## src/rtl/funnel_pkg.sv

```systemverilog
// rtl/funnel_pkg.sv - shared constants, width helper and output word type for the buffered funnel
package funnel_pkg;

  localparam int FUNNEL_RR   = 0;
  localparam int FUNNEL_PRIO = 1;

  localparam int DEF_IDX_W      = 2;
  localparam int DEF_DATA_WIDTH = 32;

  function automatic int idx_w(input int n);
    int w;
    w = $clog2(n);
    return (w < 1) ? 1 : w;
  endfunction

  // Tagged output word for the default 4x32 configuration.
  typedef struct packed {
    logic [DEF_IDX_W-1:0]      tag;
    logic [DEF_DATA_WIDTH-1:0] data;
  } funnel_word_t;

endpackage

```

## src/rtl/funnel_buffered_multi_if.sv

```systemverilog
// rtl/funnel_buffered_multi_if.sv - per-channel enqueue side plus tagged output stream of the funnel
interface funnel_buffered_multi_if #(
  parameter int NCHAN      = 4,
  parameter int DATA_WIDTH = 32
);
  import funnel_pkg::*;

  localparam int IDX_W = idx_w(NCHAN);

  logic [NCHAN-1:0]            in_enq_ena;
  logic [NCHAN*DATA_WIDTH-1:0] in_enq_v;
  logic [NCHAN-1:0]            in_enq_rdy;
  logic                        out_enq_ena;
  logic [IDX_W+DATA_WIDTH-1:0] out_enq_v;
  logic                        out_enq_rdy;

  modport slave (
    input  in_enq_ena, in_enq_v, out_enq_rdy,
    output in_enq_rdy, out_enq_ena, out_enq_v
  );

  modport master (
    output in_enq_ena, in_enq_v, out_enq_rdy,
    input  in_enq_rdy, out_enq_ena, out_enq_v
  );
endinterface

```

## src/rtl/funnel_buffered_multi_fifo.sv

```systemverilog
// rtl/funnel_buffered_multi_fifo.sv - DEPTH-entry circular FIFO, one per funnel channel
module fifo_p_depth #(
  parameter int DATA_WIDTH = 32,
  parameter int DEPTH      = 2
) (
  input  logic                  clk,
  input  logic                  rst,
  input  logic                  enq,
  input  logic [DATA_WIDTH-1:0] enq_data,
  input  logic                  deq,
  output logic                  full,
  output logic                  empty,
  output logic [DATA_WIDTH-1:0] head
);
  localparam int AW = $clog2(DEPTH);

  logic [DATA_WIDTH-1:0] mem [DEPTH];
  logic [AW-1:0]         rd_ptr;
  logic [AW-1:0]         wr_ptr;
  logic [AW:0]           count;
  logic                  wr;
  logic                  rd;

  assign full  = (count == (AW+1)'(DEPTH));
  assign empty = (count == '0);
  assign wr    = enq && !full;
  assign rd    = deq && !empty;
  // Head is forced to zero when empty so unwritten storage never leaks out.
  assign head  = empty ? '0 : mem[rd_ptr];

  always_ff @(posedge clk or posedge rst) begin
    if (rst) begin
      rd_ptr <= '0;
      wr_ptr <= '0;
      count  <= '0;
    end else begin
      if (wr) wr_ptr <= wr_ptr + 1'b1;
      if (rd) rd_ptr <= rd_ptr + 1'b1;
      if (wr && !rd)      count <= count + 1'b1;
      else if (!wr && rd) count <= count - 1'b1;
    end
  end

  always_ff @(posedge clk) begin
    if (wr) mem[wr_ptr] <= enq_data;
  end

endmodule

```

## src/rtl/funnel_buffered_multi.sv

```systemverilog
// rtl/funnel_buffered_multi.sv - N-channel buffered funnel: per-channel FIFOs drained by an RR/priority
// arbiter with grant locking onto one tagged output stream
module funnel_buffered_multi
  import funnel_pkg::*;
#(
  parameter int NCHAN      = 4,
  parameter int DATA_WIDTH = 32,
  parameter int DEPTH      = 2,
  parameter int MODE       = FUNNEL_RR
) (
  input  logic                    clk,
  input  logic                    rst,
  funnel_buffered_multi_if.slave  bus
);
  localparam int IDX_W = idx_w(NCHAN);

  logic [NCHAN-1:0]      full;
  logic [NCHAN-1:0]      empty;
  logic [NCHAN-1:0]      pop;
  logic [DATA_WIDTH-1:0] head [NCHAN];
  logic [IDX_W-1:0]      rr_ptr;
  logic [IDX_W-1:0]      lock_idx;
  logic [IDX_W-1:0]      search_idx;
  logic [IDX_W-1:0]      grant;
  logic                  locked;
  logic                  any_valid;
  logic                  xfer;

  for (genvar c = 0; c < NCHAN; c++) begin : g_chan
    fifo_p_depth #(
      .DATA_WIDTH(DATA_WIDTH),
      .DEPTH     (DEPTH)
    ) u_fifo (
      .clk     (clk),
      .rst     (rst),
      .enq     (bus.in_enq_ena[c]),
      .enq_data(bus.in_enq_v[c*DATA_WIDTH +: DATA_WIDTH]),
      .deq     (pop[c]),
      .full    (full[c]),
      .empty   (empty[c]),
      .head    (head[c])
    );
    assign pop[c] = xfer && (grant == IDX_W'(c));
  end

  always_comb begin
    logic       found;
    int         j;
    logic [IDX_W-1:0] k;
    found      = 1'b0;
    j          = 0;
    k          = '0;
    search_idx = '0;
    if (MODE == FUNNEL_PRIO) begin
      for (int i = 0; i < NCHAN; i++) begin
        k = IDX_W'(i);
        if (!found && !empty[k]) begin
          search_idx = k;
          found      = 1'b1;
        end
      end
    end else begin
      // Round-robin: scan starts one past the last granted channel and wraps.
      for (int i = 1; i <= NCHAN; i++) begin
        j = int'(rr_ptr) + i;
        if (j >= NCHAN) j = j - NCHAN;
        k = IDX_W'(j);
        if (!found && !empty[k]) begin
          search_idx = k;
          found      = 1'b1;
        end
      end
    end
  end

  assign grant           = locked ? lock_idx : search_idx;
  assign any_valid       = ~&empty;
  assign xfer            = any_valid && bus.out_enq_rdy;
  assign bus.in_enq_rdy  = rst ? '0 : ~full;
  assign bus.out_enq_ena = any_valid;
  assign bus.out_enq_v   = any_valid ? {grant, head[grant]} : '0;

  // A stalled offer freezes the grant until it transfers.
  always_ff @(posedge clk or posedge rst) begin
    if (rst) begin
      rr_ptr   <= IDX_W'(NCHAN - 1);
      locked   <= 1'b0;
      lock_idx <= '0;
    end else if (xfer) begin
      rr_ptr   <= grant;
      locked   <= 1'b0;
    end else if (any_valid) begin
      locked   <= 1'b1;
      lock_idx <= grant;
    end
  end

endmodule

```

## src/flat_wrapper.sv

```systemverilog
// flat-port wrapper written by rule: the top's interface ports become plain ports
module funnel_buffered_multi_flat import funnel_pkg::*;
#(
  parameter int NCHAN      = 4,
  parameter int DATA_WIDTH = 32,
  parameter int DEPTH      = 2,
  parameter int MODE       = FUNNEL_RR
)
  (clk, rst, bus_in_enq_ena, bus_in_enq_v, bus_out_enq_rdy, bus_in_enq_rdy, bus_out_enq_ena, bus_out_enq_v);
  funnel_buffered_multi_if #(.NCHAN(NCHAN), .DATA_WIDTH(DATA_WIDTH)) bus_i ();
  input  logic clk;
  input  logic rst;
  input wire logic [$bits(bus_i.in_enq_ena)-1:0] bus_in_enq_ena;
  input wire logic [$bits(bus_i.in_enq_v)-1:0] bus_in_enq_v;
  input wire logic [$bits(bus_i.out_enq_rdy)-1:0] bus_out_enq_rdy;
  output wire logic [$bits(bus_i.in_enq_rdy)-1:0] bus_in_enq_rdy;
  output wire logic [$bits(bus_i.out_enq_ena)-1:0] bus_out_enq_ena;
  output wire logic [$bits(bus_i.out_enq_v)-1:0] bus_out_enq_v;
  assign bus_i.in_enq_ena = bus_in_enq_ena;
  assign bus_i.in_enq_v = bus_in_enq_v;
  assign bus_i.out_enq_rdy = bus_out_enq_rdy;
  assign bus_in_enq_rdy = bus_i.in_enq_rdy;
  assign bus_out_enq_ena = bus_i.out_enq_ena;
  assign bus_out_enq_v = bus_i.out_enq_v;
  funnel_buffered_multi #(.NCHAN(NCHAN), .DATA_WIDTH(DATA_WIDTH), .DEPTH(DEPTH), .MODE(MODE)) u_core (.clk(clk), .rst(rst), .bus(bus_i));
endmodule
```

## config.mk

```make
export PLATFORM = sky130hd
export DESIGN_NAME = funnel_buffered_multi_flat
export DESIGN_NICKNAME = d
export VERILOG_FILES = /design/src/rtl/funnel_pkg.sv /design/src/rtl/funnel_buffered_multi_if.sv /design/src/rtl/funnel_buffered_multi_fifo.sv /design/src/rtl/funnel_buffered_multi.sv /design/src/flat_wrapper.sv
export SDC_FILE = /design/constraint.sdc
export NUM_CORES = 1
export LEC_CHECK = 0
export ABC_AREA = 1
export BUFFER_PORTS_ARGS = -buffer_cell sky130_fd_sc_hd__buf_4
export CAP_MARGIN = 10
export CORE_MARGIN = 2
export CORE_UTILIZATION = 50
export CTS_CLUSTER_DIAMETER = 100
export CTS_CLUSTER_SIZE = 14
export DETAILED_ROUTE_END_ITERATION = 7
export PLACE_DENSITY = 0.71
export SLEW_MARGIN = 20
export SYNTH_ARGS = -nofsm -noshare
export SYNTH_HDL_FRONTEND = slang
export SYNTH_SLANG_ARGS = --single-unit
```

## constraint.sdc

```tcl
create_clock -name clk -period 6.6 [get_ports clk]
set_input_delay 0 -clock clk [delete_from_list [all_inputs] [get_ports clk]]
set_output_delay 0 -clock clk [all_outputs]
set_load 0.05 [all_outputs]
```

# [Yosys cells after proc, flatten, opt, wreduce, memory -nomap -nowiden]
# Memories as Yosys holds them, arrays and structs flattened.
# Index checks and enable logic that the tools add are counted.
[totals] ff_bits=21 latchBits=0 ramBits=256 rom_bits=0 input_bits=135 out_inout_bits=39 wordCells=168 n_memories=4
[op_classes] addsub=24 n_mul=0 n_div=0 n_lt_le_gt_ge=9 n_eq_ne=8 shift=0 n_mux=47 n_bitwise=4 n_reduce_logical=57
[mem_list] name="u_core.g_chan[0].u_fifo.mem" depth=2 width=32 rd=1 rd_ports_with_merged_regs=0 wr=1 line="funnel_buffered_multi_fifo.sv:17" source="logic [DATA_WIDTH-1:0] mem [DEPTH];"
[mem_list] name="u_core.g_chan[1].u_fifo.mem" depth=2 width=32 rd=1 rd_ports_with_merged_regs=0 wr=1 line="funnel_buffered_multi_fifo.sv:17"
[mem_list] name="u_core.g_chan[2].u_fifo.mem" depth=2 width=32 rd=1 rd_ports_with_merged_regs=0 wr=1 line="funnel_buffered_multi_fifo.sv:17"
[mem_list] name="u_core.g_chan[3].u_fifo.mem" depth=2 width=32 rd=1 rd_ports_with_merged_regs=0 wr=1 line="funnel_buffered_multi_fifo.sv:17"
[ops] operator="$mux 32" n=6
[ops] operator="$bmux 32 s2" n=1
[ops] operator="$mux 2" n=17
[ops] operator="$mux 34" n=1
[ops] operator="$logic_and 1x1->1" n=24
[ops] operator="$logic_not 1->1" n=22
[ops] operator="$mux 1" n=17
[ops] operator="$sub 2x1->2 const B" n=8
[ops] operator="$eq 2x2->1 const B" n=6
[ops] operator="$ge 3x3->1 const B" n=4
[ops] operator="$lt 2x3->1 const B" n=4
[ops] operator="$logic_not 2->1" n=5
[ops] operator="$add 1x1->1 const B" n=8
[ops] operator="$add 2x1->2 const B" n=4
[ops] operator="$bmux 1 s2" n=4
[ops] operator="$reduce_bool 2->1" n=4
[ops] operator="$add 2x2->3 const B" n=2
[ops] operator="$add 2x3->4 const B" n=1
[ops] operator="$ge 4x3->1 const B" n=1
[ops] operator="$mux 4" n=1
[ops] operator="$not 4->4" n=1
[ops] operator="$reduce_and 4->1" n=1
[ops] operator="$add 2x1->3 const B" n=1
[ops] operator="$not 2->3" n=1
[ops] operator="other kinds (4)" n=5

# [Logic depth before layout (Yosys ltp)]
# Gate-level depths: netlist (run 1).
[depth] ltp_word=21 depth_mapped=19 depth_no_buf=18

# [Modules after synthesis]
# From an unflattened synthesis (run 1), not the netlist that was laid out.
[hier_totals] cells_unflattened=1239 hier_area_um2=12549.5
[modules_own_cells] mod="fifo_p_depth" instances=4 cells_per_inst=204 area_each_um2=2641.3 seq_area_each_um2=2021.9
[modules_own_cells] mod="funnel_buffered_multi" instances=1 cells_per_inst=423 area_each_um2=1984.4 seq_area_each_um2=127.6

# [Least setup slack after synthesis (run 1)]
# OpenSTA, ideal clock, no wires.
[synth_timing] kind="reg-to-reg" start="reg u_core.rr_ptr[0]" end="reg u_core.g_chan[1].u_fifo.count[1]" setup_time_ns=0.131 arrival_ns=2.396 setup_slack_ns=4.073 stages_incl_launch_ff=18 synth_period_minus_slack_ns=2.527 cell_sequence="dfstp_2 buf_4 inv_2 nand2_1 nand2_1 nand3_1 nand2_2 nor2_4 nand4_2 nand3_2 nand2_1 buf_6 nor2_1 nand2_1 ha_1 a21oi_1 o21ai_0 xor2_1"
[synth_via] elab_chain_len=21 elab_cells_between_ends=48 classes_between="8 x add/sub; 4 x order compare; 1 x eq/ne; 21 x mux; 14 x reduce/logical"
[synth_rtl] element="start: declaration" line="funnel_buffered_multi.sv:21" source="logic [IDX_W-1:0] rr_ptr;"
[synth_rtl] element="start signal: assignment" line="funnel_buffered_multi.sv:86" source="rr_ptr <= IDX_W'(NCHAN - 1);"
[synth_rtl] element="start signal: assignment" line="funnel_buffered_multi.sv:90" source="rr_ptr <= grant;"
[synth_rtl] element="$add 2x2->3" line="funnel_buffered_multi.sv:65" source="j = int'(rr_ptr) + i;"
[synth_rtl] element="$ge 3x3->1 / $sub 2x1->2 (equally long branches)" line="funnel_buffered_multi.sv:66" source="if (j >= NCHAN) j = j - NCHAN;"
[synth_rtl] element="$mux 2" line="funnel_buffered_multi.sv:66"
[synth_rtl] element="$bmux 1 s2" line="funnel_buffered_multi.sv:68" source="if (!found && !empty[k]) begin"
[synth_rtl] element="$mux 1 (implied by the code)" line="funnel_buffered_multi.sv:68"
[synth_rtl] element="$logic_not 1->1" line="funnel_buffered_multi.sv:68"
[synth_rtl] element="$logic_and 1x1->1" line="funnel_buffered_multi.sv:68"
[synth_rtl] element="$mux 1" line="funnel_buffered_multi.sv:68"
[synth_rtl] element="[5 not listed]"
[synth_rtl] element="$mux 2 (*)" line="funnel_buffered_multi.sv:68"
[synth_rtl] element="$mux 2 (*)" line="funnel_buffered_multi.sv:76" source="assign grant = locked ? lock_idx : search_idx;"
[synth_rtl] element="$eq 2x1->1 (*)" line="funnel_buffered_multi.sv:43" source="assign pop[c] = xfer && (grant == IDX_W'(c));"
[synth_rtl] element="$logic_and 1x1->1 (*)" line="funnel_buffered_multi.sv:43"
[synth_rtl] element="$logic_and 1x1->1 (*)" line="funnel_buffered_multi_fifo.sv:27" source="assign rd = deq && !empty;"
[synth_rtl] element="$logic_not 1->1" line="funnel_buffered_multi_fifo.sv:39" source="if (wr && !rd) count <= count + 1'b1;"
[synth_rtl] element="$logic_and 1x1->1" line="funnel_buffered_multi_fifo.sv:39"
[synth_rtl] element="$mux 2 / $reduce_bool 2->1 (equally long branches)"
[synth_rtl] element="end signal: assignment" line="funnel_buffered_multi_fifo.sv:39"
[synth_rtl] element="end signal: assignment" line="funnel_buffered_multi_fifo.sv:40" source="else if (!wr && rd) count <= count - 1'b1;"
[synth_rtl] element="end: declaration" line="funnel_buffered_multi_fifo.sv:20" source="logic [AW:0] count;"
# Every way passes the cells marked *; elsewhere a longest branch is shown, timed or not. The select of a mux whose other input is x is not followed.
# A chain may end at the register's enable or synchronous reset.

# [Worst setup path in the final report (run 1)]
[layout_timing] start="reg u_core.g_chan[1].u_fifo.count[0]" end="out bus_out_enq_v[31]"
[layout_via] elab_chain_len=18 elab_cells_between_ends=32 classes_between="21 x mux; 1 x bitwise; 10 x reduce/logical"
[layout_rtl] element="$logic_not 2->1 (*)" line="funnel_buffered_multi_fifo.sv:25" source="assign empty = (count == '0);"
[layout_rtl] element="$bmux 1 s2" line="funnel_buffered_multi.sv:68"
[layout_rtl] element="$mux 1 (implied by the code)" line="funnel_buffered_multi.sv:68"
[layout_rtl] element="$logic_not 1->1" line="funnel_buffered_multi.sv:68"
[layout_rtl] element="$logic_and 1x1->1" line="funnel_buffered_multi.sv:68"
[layout_rtl] element="$mux 1" line="funnel_buffered_multi.sv:68"
[layout_rtl] element="$logic_not 1->1" line="funnel_buffered_multi.sv:68"
[layout_rtl] element="$logic_and 1x1->1" line="funnel_buffered_multi.sv:68"
[layout_rtl] element="$mux 1" line="funnel_buffered_multi.sv:68"
[layout_rtl] element="$logic_not 1->1" line="funnel_buffered_multi.sv:68"
[layout_rtl] element="$logic_and 1x1->1" line="funnel_buffered_multi.sv:68"
[layout_rtl] element="$mux 2" line="funnel_buffered_multi.sv:68"
[layout_rtl] element="$mux 2" line="funnel_buffered_multi.sv:76"
[layout_rtl] element="$not 2->3 (implied by the code)" line="funnel_buffered_multi.sv:81" source="assign bus.out_enq_v = any_valid ? {grant, head[grant]} : '0;"
[layout_rtl] element="$bmux 32 s2" line="funnel_buffered_multi.sv:81"
[layout_rtl] element="$mux 32 (implied by the code) (2 in series)" line="funnel_buffered_multi.sv:81"
[layout_rtl] element="$mux 34 (*)" line="funnel_buffered_multi.sv:81"
[layout_rtl] element="end: declaration" line="flat_wrapper.sv:18" source="output wire logic [$bits(bus_i.out_enq_v)-1:0] bus_out_enq_v;"
# Marks and branches as above.

==> summary.txt, run 1 <==
Clocking
  – Reg clk slew, reported paths: 0.06 ns
  – CTS resizes: 0
  – H-tree levels: 1
  – Clock Sinks: approximately 280
  – Clk Latency, worst-skew pair: 0.51 ns
  – Clock root buffer: clkbuf_16
  – Post-CTS Setup Bufs: 0
  – CTS max path bufs: 3
  – CTS tree: built
  – Cts bufs inserted: 23

Worst hold path
  – Min-delay src: bus_in_enq_ena[3]
  – Hold Crit Class: in2reg
  – Worst Hold Path EP: u_core.g_chan[3].u_fifo.wr_ptr
  – Min-Delay Path Depth: 5

Synthesis
  – Syn_nets: approximately 1300
  – Sequential area share after synthesis: roughly two thirds
  – Synth async-reset ratio: roughly 7.6%
  – Simple-Gate Fraction of Synth Area: 19.6%
  – Compound-Gate Fraction of Synth Area: 7.51%
  – YS warnings: 0
  – Synth Register Bits: between 200 and 300
  – Largest family of logic cells by synthesized area: simple AND/OR/NAND/NOR gates
  – Top_reg_cell synth: edfxtp_1
  – Area leader, netlist: edfxtp_1
  – Adder-Cell Fraction of Synth Area: less than 1%
  – Distinct cells, synth: 32
  – EDFF count, synth: between 200 and 300
  – Synth top area cells: edfxtp_1 (64%), nor2_1 (9.1%), nand3_1 (5.5%)
  – Top-area cell type share of the netlist area: 63.8%
  – Multiplexer share of the synthesized area: 0%
  – Post-Synthesis Cells: around 1100
  – Mapped Area: between 10000 and 15000 um2
  – Top post-synthesis cells by count: nor2_1 (292), edfxtp_1 (256), nand3_1 (132)
  – Post-Synth XOR/XNOR Area: less than 1%
  – Mean post-synth cell area: roughly 11 um2
  – Most frequent cell after synthesis: nor2_1

Power
  – Leak pwr: around 6.1 nW
  – Comb pwr share: between 50% and 60%
  – Cell Pwr Density: approximately 540 nW/um2
  – Switching share of power: roughly half
  – Internal Power: around 0.0043 W
  – Peak VDD IR: 0.598 mV
  – Sequential power share: a little under a third
  – P_sw: approximately 0.0040 W
  – Clock share of power: between 10% and 20%

STA
  – Tightest Pin Transition: 1.10 ns
  – Clock Skew: between 0.005 and 0.006 ns
  – Fin Hold WS: 0.0349 ns
  – Slew Limit Fails: 0
  – Final setup fails: 0
  – Setup TNS: 0 ns
  – RSZ-0062 raised after global routing: false
  – Setup ws final: around 1.9 ns
  – Final Cycle Share: approximately 70%
  – Slew headroom: a little over a quarter
  – Final hold vios: 0
  – Fin crit period: approximately 4.7 ns
  – Highest clock rate: around 210 MHz

Route
  – DR WL/cell: 18.9 um
  – Number of remaining DRC errors: 0
  – Via density: 5.43
  – DRT iter0 DRCs: 1069
  – Routed WL: 32900 um
  – DR vias: approximately 9500
  – TritonRoute pass-1 iters: 5
  – Post-DRT Antenna Nets: 0

Outcome
  – Run status: completed

Worst setup path
  – R2R depth: 15
  – Crit path DAT: roughly 4.7 ns
  – Critical Path Source Type: register
  – Reg-to-reg endpoint: u_core.g_chan[3].u_fifo.count[1]
  – Worst reg-to-reg setup slack: 2.34 ns
  – CP required: between 6 and 7 ns
  – Worst setup path class: reg2out
  – Worst reg2reg startpoint: u_core.g_chan[1].u_fifo.count[0]
  – Setup crit end kind: output pin
  – Crit Path Max Fanout: 36

Die
  – Initial core utilization: around half
  – Die Ht: ~160 um
  – Row count: 56
  – DIE WIDTH: 159 um
  – Core Area: ~24000 um2
  – Ports: roughly 170
  – Die area: around 25000 um2

Global route
  – Initial antenna violation count: 0
  – Global-route wire length before repair: approximately 50000 um
  – Pin count of the biggest net entering global routing: between 80 and 90
  – Remaining global-route overflow: 0
  – Gr usage total: around a quarter
  – Vias in the first global route: 8907

Finish
  – P&R area growth vs syn: 29.0%
  – Multi-input logic area: roughly 3400 um2
  – Layout cells sized above 1: between 10% and 20%
  – N_diodes: 0
  – Final nets: between 1500 and 2000
  – Fill count: roughly 1800
  – FF/Latch Area: between 8000 and 9000 um2

Place
  – Gpl congestion: 0.880
  – IO buf count: ~170
  – Pre-CTS setup slack: around 2.4 ns
  – Hpwl dp: 20500 um

Job
  – Max-Cap Viols: 0
==> worst max path at each step <==
stage	startpoint	endpoint	slack [ns]
2_1_floorplan	u_core.rr_ptr[0]	u_core.g_chan[1].u_fifo.count[1]	4.07
3_3_place_gp	u_core.g_chan[3].u_fifo.count[0]	u_core.g_chan[3].u_fifo.count[1]	2.40
3_5_place_dp	u_core.g_chan[1].u_fifo.count[0]	u_core.g_chan[3].u_fifo.count[1]	2.38
4_1_cts	u_core.g_chan[1].u_fifo.count[0]	bus_out_enq_v[31]	1.88
5_1_grt	u_core.g_chan[1].u_fifo.count[0]	bus_out_enq_v[31]	1.40
6_report	u_core.g_chan[1].u_fifo.count[0]	bus_out_enq_v[31]	1.88
==> worst max-delay path, cell delays in order, from the launching register on <==
cell and delay (ns):
dfrtp_1 0.45, nor2_4 0.76, nand2_1 0.15, nand3_1 0.15
nand2_2 0.09, nor2_4 0.15, nand2_1 0.06, nand2_1 0.10
nand3_2 0.58, nand2_1 0.75, buf_4 0.40, nand2_1 0.09
nand2_1 0.07, nand2_1 0.05, nand2_1 0.09, inv_1 0.07
buf_4 0.19
==> through the flow <==
stage	utilization [%]	instance area, um2	std cells	power (W)
CTS	66.0	15500	1742	0.00834
finish	66.0	15500	1742	0.00834
floorplan	-	12000	1131	0.00569
global placement	57.7	13600	1570	0.00699
detailed placement	57.7	13600	1570	0.00704
global route	66.0	15500	1742	0.00880
==> registers in the layout, summed over array words and instances, names as in the netlist <==
register	count
u_core.g_chan.u_fifo.mem	256
u_core.g_chan.u_fifo.rd_ptr	4
u_core.g_chan.u_fifo.count	8
u_core.g_chan.u_fifo.wr_ptr	4
u_core.lock_idx	2
u_core.locked	1
u_core.rr_ptr	2
==> logic make-up (layout without fill, tap and decap cells) <==
| family | count (synthesis) | in the layout |
|---|---|---|
| AND/OR/NAND/NOR | 561 | 561 |
| flip-flops | 277 | 277 |
| AO/OA/AOI/OAI | 177 | 177 |
| buffers and inverters | 104 | 396 |
| XOR/XNOR | 8 | 8 |
| adder cells (fa/ha/maj) | 4 | 4 |
==> routing by layer <==
| metal | GRT usage, % | part of all wire [%] |
|---|---|---|
| met5 | 0 | 0 |
| met2 | 43.7 | 50 |
| met1 | 34.1 | 39 |
| met3 | 3.20 | 7.6 |
| met4 | 7.02 | 2.6 |
==> final cells by class <==
type / instances / share of cell area [%]
sequential: 277 / 52.9
timing repair buffer: 320 / 17.6
tap: 319 / 2.57
clock buffer: 40 / 4.12
inverter: 35 / 0.846
multi-input combinational: 750 / 22.0
clock inverter: 1 / 0.0322
==> cells in the final DEF, fill, tap and decap left out, types with 2 or more instances in the layout <==
cell,netlist,final
nor2_1,292,284
edfxtp_1,256,256
nor2_4,4,4
nand2_2,3,3
dlygate4sd3_1,0,131
inv_1,33,33
nor2_2,3,11
xor2_1,4,4
ha_1,4,4
xnor2_1,4,4
clkbuf_1,46,17
nand3_1,132,132
nand2_1,117,117
o211ai_1,4,4
o21ai_0,123,123
a21oi_1,43,43
or2_2,5,5
clkbuf_16,0,23
buf_4,2,189
inv_2,2,2
dfstp_2,2,2
dfrtp_1,19,19
o21ai_1,3,3
==> power by group through the flow <==
stage          Combinational, W  Clock [W]  Sequential, W
3_3_place_gp            0.00443          0        0.00256
4_1_cts                 0.00454    0.00126        0.00255
2_1_floorplan           0.00313          0        0.00255
5_1_grt                 0.00489    0.00132        0.00258
3_5_place_dp            0.00446          0        0.00258
6_report                0.00455    0.00124        0.00255
==> timing repair <==
action,4_1_cts,5_1_grt
hold buffers,131,0
endpoints found under the setup margin,0,0
endpoints found under the hold margin,282,0
No activity file was read; power rests on OpenSTA's default activity.
==> inputs of run 2 (changes only) <==
- PLACE_DENSITY: 0.71 -> 0.74
- clock period: 6.6 -> 4.14 ns (I/O delays scaled with it)
==> run 2 against run 1 <==
First-iteration DRC count fell by 9.2%. Count of clock-buffer cells in the layout decreased by 10. Combinational power rose by 61%. Clock power rose by 59%. Non-clock buffer count grew 9. Critical path type unchanged.
==> summary.txt, run 2 (synthesis results as in run 1) <==
STA
  – Fin crit period: between 3 and 4 ns
  – Tightest Pin Transition: ~1.0 ns
  – RSZ-0062 raised after global routing: false
  – Setup TNS: 0 ns
  – Final hold vios: 0
  – Highest clock rate: 298 MHz
  – Slew headroom: a little under a third
  – Final Cycle Share: around four fifths
  – Final setup fails: 0
  – Slew Limit Fails: 0
  – Clock Skew: 0.0168 ns

Clocking
  – CTS tree: built
  – CTS resizes: 0
  – Clock Sinks: 277
  – CTS max path bufs: 3
  – Clk Latency, worst-skew pair: between 0.5 and 0.6 ns
  – Cts bufs inserted: 23
  – H-tree levels: 1
  – Clock root buffer: clkbuf_16
  – Reg clk slew, reported paths: roughly 0.070 ns

Worst setup path
  – Crit path DAT: 3.35 ns
  – Reg-to-reg endpoint: u_core.g_chan[0].u_fifo.count[1]
  – R2R depth: 16
  – Setup crit end kind: output pin
  – Worst-path cell chain: nor2_4 > nand2_1 > nand3_1 > nand2_2 > nor2_4 > nand3_1 > nand2_1 > o21bai_4 > buf_12 > nand3_1 > nand2_1 > nor2_1 > buf_4
  – Worst setup path class: reg2out
  – CP required: between 4 and 5 ns
  – Worst path buffer plus inverter count: 2
  – Worst reg2reg startpoint: u_core.g_chan[3].u_fifo.count[0]
  – Crit Path Max Fanout: 85
  – Slowest Stage Delay on Critical Path: between 0.4 and 0.5 ns
  – Critical Path Source Type: register
  – Top delay family on crit path: simple AND/OR/NAND/NOR gates
  – CP max-delay cell: nor2_4
  – Worst reg-to-reg setup slack: about 0.98 ns

Power
  – Peak VDD IR: just under 1 mV
  – Tot Pwr: about 0.013 W
  – Cell Pwr Density: between 800 and 900 nW/um2
  – Leak pwr: around 6.1 nW

Route
  – DR WL/cell: around 19 um
  – Routed WL: 32900 um
  – DR vias: 9432
  – TritonRoute pass-1 iters: 6
  – Post-DRT Antenna Nets: 0
  – Number of remaining DRC errors: 0
  – DRT iter0 DRCs: slightly below 1000
  – Via density: roughly 5.4

Die
  – DIE WIDTH: roughly 160 um
  – Row count: between 50 and 60
  – Ports: approximately 170
  – Die Ht: 159 um
  – Initial core utilization: approximately half
  – Die area: roughly 25000 um2
  – Core Area: 23500 um2

Place
  – Hpwl dp: just over 20000 um
  – Gpl congestion: roughly 0.86
  – Area after DPL: roughly 14000 um2
  – IO buf count: ~170

Finish
  – N_diodes: 0
  – Max reg flops: around 260
  – Most common cell after layout, fill and taps aside: nor2_1
  – P&R area growth vs syn: 29.6%
  – Most flop-heavy register: u_core.g_chan.u_fifo.mem
  – Most frequent cells in the layout: nor2_1 (284), edfxtp_1 (256), buf_4 (194)
  – Final nets: 1555
  – Largest registers: u_core.g_chan.u_fifo.mem: 256 flops, u_core.g_chan.u_fifo.count: 8 flops
  – Fin util: about two thirds
  – Layout cells sized above 1: approximately 18%
  – Finished Cell Area: ~16000 um2

Worst hold path
  – Min-delay src: bus_in_enq_v[8]
  – Min-Delay Path Depth: 2
  – Worst Hold Path EP: u_core.g_chan[0].u_fifo.mem[0][8]
  – Hold Crit Class: in2reg

Global route
  – Initial antenna violation count: 0
  – Gr usage total: 25.6%
  – Vias in the first global route: 9329
  – Pin count of the biggest net entering global routing: 86
  – Global-route wire length before repair: around 51000 um
  – Remaining global-route overflow: 0

Job
  – Max-Cap Viols: 0

Outcome
  – Run status: completed
-- run 2: cell types whose count changed in the layout (fill, tap and decap cells not counted), sizes merged --
| cell | change |
|---|---|
| dlygate4sd3 | +3 |
| buf | +6 |
| clkbuf | -10 |
| inv | +1 |
-- run 2: metrics by stage --
step,std cells,setup slack (ns),hold WS (ns)
6_report,1742,0.785,0.188
5_1_grt,1742,0.548,0.195
4_1_cts,1742,0.824,0.171
3_5_place_dp,1576,1.01,0.188
3_3_place_gp,1576,1.12,0.186
2_1_floorplan,1131,1.61,-0.0250
-- run 2: how the worst max path moves through the flow --
stage | start | endpoint | slack [ns] | cells after the start
after CTS | u_core.g_chan[3].u_fifo.count[0] | bus_out_enq_v[1] | 0.82 | 14
final | u_core.g_chan[3].u_fifo.count[0] | bus_out_enq_v[3] | 0.79 | 13
after detailed placement | u_core.g_chan[3].u_fifo.count[0] | u_core.g_chan[0].u_fifo.count[1] | 1.01 | 16
after global placement | u_core.g_chan[3].u_fifo.count[1] | u_core.g_chan[2].u_fifo.count[1] | 1.12 | 16
after floorplan | u_core.rr_ptr[0] | u_core.g_chan[1].u_fifo.count[1] | 1.61 | 17
after global routing | u_core.g_chan[3].u_fifo.count[0] | bus_out_enq_v[12] | 0.55 | 13
-- run 2: power by group --
part | switching [W] | internal [W] | total, W
logic | 0.00528 | 0.00204 | 0.00732
registers | 0.000218 | 0.00384 | 0.00406
clock network | 0.000951 | 0.00102 | 0.00197
total | 0.00645 | 0.00690 | 0.0133
-- run 2: per-layer routing --
layer	global-route usage [%]	routed length, um
met1	33.5	12900
met2	44.4	16700
met3	3.59	2270
met4	8.47	1050
met5	0	0
-- run 2: worst reg2reg max path: cells and delay by family, from the launching register on --
| kind | cells | cell delay, ns |
|---|---|---|
| AOI/OAI and AO/OA | 2 | 0.22 |
| xor gates and xnor gates | 1 | 0.15 |
| DFF | 1 | 0.44 |
| and+or+nand+nor | 12 | 1.91 |
| adders and majority gates | 1 | 0.31 |
-- run 2: final cells by class --
type / instances / area (um2)
clock buffers: 30 / 602
clock inverters: 2 / 25.0
fillers: 1725 / 7940
inverters: 35 / 131
multi-input cells: 750 / 3410
flip-flops and latches: 277 / 8220
well taps: 319 / 399
repair buffers: 329 / 2820
-- run 2: what timing repair did --
action | 4_1_cts | 5_1_grt
hold buffers | 134 | 0
setup endpoints to repair | 0 | 0
setup buffers | 0 | 0
endpoints found under the hold margin | 283 | 0
==> inputs of run 3 (changes only) <==
- PLACE_DENSITY: 0.74 -> 0.71
- clock period: 4.14 -> 3.1 ns (I/O delays scaled with it)
==> run 3 against run 2 <==
Worst hold slack worse by 0.15 ns. Die area unchanged. Count of clock-buffer cells in the layout up 10. Global-route usage up 0.43 points. Sequential cell count unchanged. First-iteration DRC count down 13%. Routed wire length up 2.9%. Clock power up 38%. Via count up 1.1%. Sequential power up 34%.
==> summary.txt, run 3 (synthesis results as in run 1) <==
Finish
  – Layout cells sized above 1: roughly 19%
  – Most common cell after layout, fill and taps aside: nor2_1
  – Fin util: between 60 and 70%
  – Final nets: 1568
  – Max reg flops: around 260
  – Most flop-heavy register: u_core.g_chan.u_fifo.mem
  – Most frequent cells in the layout: nor2_1 (277), edfxtp_1 (256), buf_4 (197)
  – Fill count: 1815
  – Largest registers: u_core.g_chan.u_fifo.mem: 256 flops, u_core.g_chan.u_fifo.count: 8 flops
  – P&R area growth vs syn: 31.8%

Route
  – TritonRoute pass-1 iters: 5
  – Via density: 5.40
  – DR WL/cell: between 15 and 20 um
  – DRT iter0 DRCs: around 850
  – DR vias: 9537
  – Number of remaining DRC errors: 0
  – Routed WL: 33800 um
  – Post-DRT Antenna Nets: 0

Global route
  – Met2 Use GR: a little under half
  – Met3 Resource Use GR: under 10%
  – Met1 Track Usage GR: 33.4%
  – Vias in the first global route: about 9400
  – Remaining global-route overflow: 0
  – Gr usage total: about a quarter
  – Pin count of the biggest net entering global routing: 89
  – Global-route wire length before repair: approximately 52000 um
  – Initial antenna violation count: 1
  – Most Used Layer, Global Route: met2

Job
  – Max-Cap Viols: 0

Power
  – Cell Pwr Density: between 1000 and 1500 nW/um2
  – Peak VDD IR: 1.53 mV
  – Internal Power: ~0.0096 W
  – Leak pwr: between 6 and 7 nW
  – Comb pwr share: around 56%
  – P_sw: roughly 0.0089 W
  – Sequential power share: a little under 30%
  – Clock share of power: ~15%
  – Switching share of power: 48.0%

Worst setup path
  – Crit path DAT: ~3.0 ns
  – Worst setup path class: reg2out
  – Setup crit end kind: output pin
  – Crit Path Max Fanout: between 40 and 50
  – Critical Path Source Type: register
  – CP required: between 3 and 4 ns

Outcome
  – Run status: completed

Die
  – DIE WIDTH: 159 um
  – Row count: 56
  – Initial core utilization: 51.2%
  – Core Area: ~24000 um2
  – Die area: roughly 25000 um2
  – Ports: 174
  – Die Ht: about 160 um

STA
  – Tightest Pin Transition: between 0.8 and 0.9 ns
  – Fin Hold WS: roughly 0.037 ns
  – Final Cycle Share: 95.3%
  – Final hold vios: 0
  – Setup ws final: ~0.15 ns
  – Slew headroom: between 40% and 50%
  – Slew Limit Fails: 0
  – Setup TNS: 0 ns
  – Clock Skew: 0.0264 ns
  – Highest clock rate: around 340 MHz
  – Final setup fails: 0
  – Fin crit period: between 2 and 3 ns

Place
  – Pre-CTS setup slack: around 0.35 ns
  – Hpwl dp: 20800 um
  – Gpl congestion: ~0.83
  – IO buf count: approximately 170

Clocking
  – Clock root buffer: clkbuf_16
  – Reg clk slew, reported paths: 0.07 ns
  – CTS tree: built
  – CTS max path bufs: 3
  – H-tree levels: 1
  – Clock Sinks: approximately 280
  – Clk Latency, worst-skew pair: ~0.54 ns
  – Cts bufs inserted: 23

Worst hold path
  – Hold Crit Class: in2reg
==> run 3: final cells by class <==
cell class                      instances  area (um2)  share of cell area (%)
Inverter                               35         131                   0.827
Antenna cell                            1        2.50                  0.0158
Tap cell                              319         399                    2.51
Multi-Input combinational cell        750        3480                    21.9
Timing Repair Buffer                  342        2980                    18.8
Clock buffer                           40         639                    4.03
Sequential cell                       277        8220                    51.7
Clock inverter                          2        25.0                   0.158
==> run 3: power groups by stage <==
stage,Clock [W],Combinational (W),Sequential [W]
global route,0.00287,0.0111,0.00550
floorplan,0,0.00667,0.00544
global placement,0,0.00962,0.00546
CTS,0.00273,0.00994,0.00542
finish,0.00271,0.0103,0.00543
detailed placement,0,0.00971,0.00550
==> run 3: through the flow <==
stage,instances,power [W],instance area [um2]
after floorplan,1131,0.0121,12000
after global placement,1587,0.0151,13700
after detailed placement,1587,0.0152,13700
after CTS,1762,0.0181,15700
after global routing,1766,0.0195,15900
final,1766,0.0185,15900
==> run 3: metal layers <==
metal | up-vias | wire length, um | part of all wire [%]
li1 | 4509 | - | -
met1 | 4555 | 13300 | 39
met4 | 0 | 1100 | 3.3
met5 | - | 0 | 0
met2 | 409 | 17200 | 51
met3 | 64 | 2250 | 6.7
==> run 3: final timing paths <==
kind	cells past startpoint	slack, ns	start	end
hold reg to reg	2	0.50	u_core.lock_idx[1]	u_core.lock_idx[1]
max in group asynchronous	3	2.29	rst	u_core.g_chan[2].u_fifo.count[1]
setup reg to reg	16	0.42	u_core.rr_ptr[0]	u_core.g_chan[2].u_fifo.count[1]
hold / removal	5	0.04	bus_in_enq_ena[1]	u_core.g_chan[1].u_fifo.wr_ptr
min in group asynchronous	3	0.26	rst	u_core.g_chan[1].u_fifo.count[0]
setup / recovery	12	0.15	u_core.rr_ptr[0]	bus_out_enq_v[1]
==> run 3: worst max-delay path, cell delays in order (launching register included) <==
cell and delay (ns):
dfstp_2 0.58, buf_4 0.14, nand2_1 0.08, nand2_1 0.10, nand2_1 0.05, nand2_1 0.14
nand3b_1 0.13, nand2_1 0.10, o21bai_4 0.23, buf_8 0.35, a21oi_1 0.09, nor2_1 0.20
buf_4 0.24
==> run 3: repair_timing <==
item                                    4_1_cts  5_1_grt
hold buffers                                133        0
hold endpoints to repair                    284        0
buffers inserted                              0        2
pin swaps                                     0        1
gates resized for setup                       6       32
cloned                                        0        1
endpoints found under the setup margin       13       31
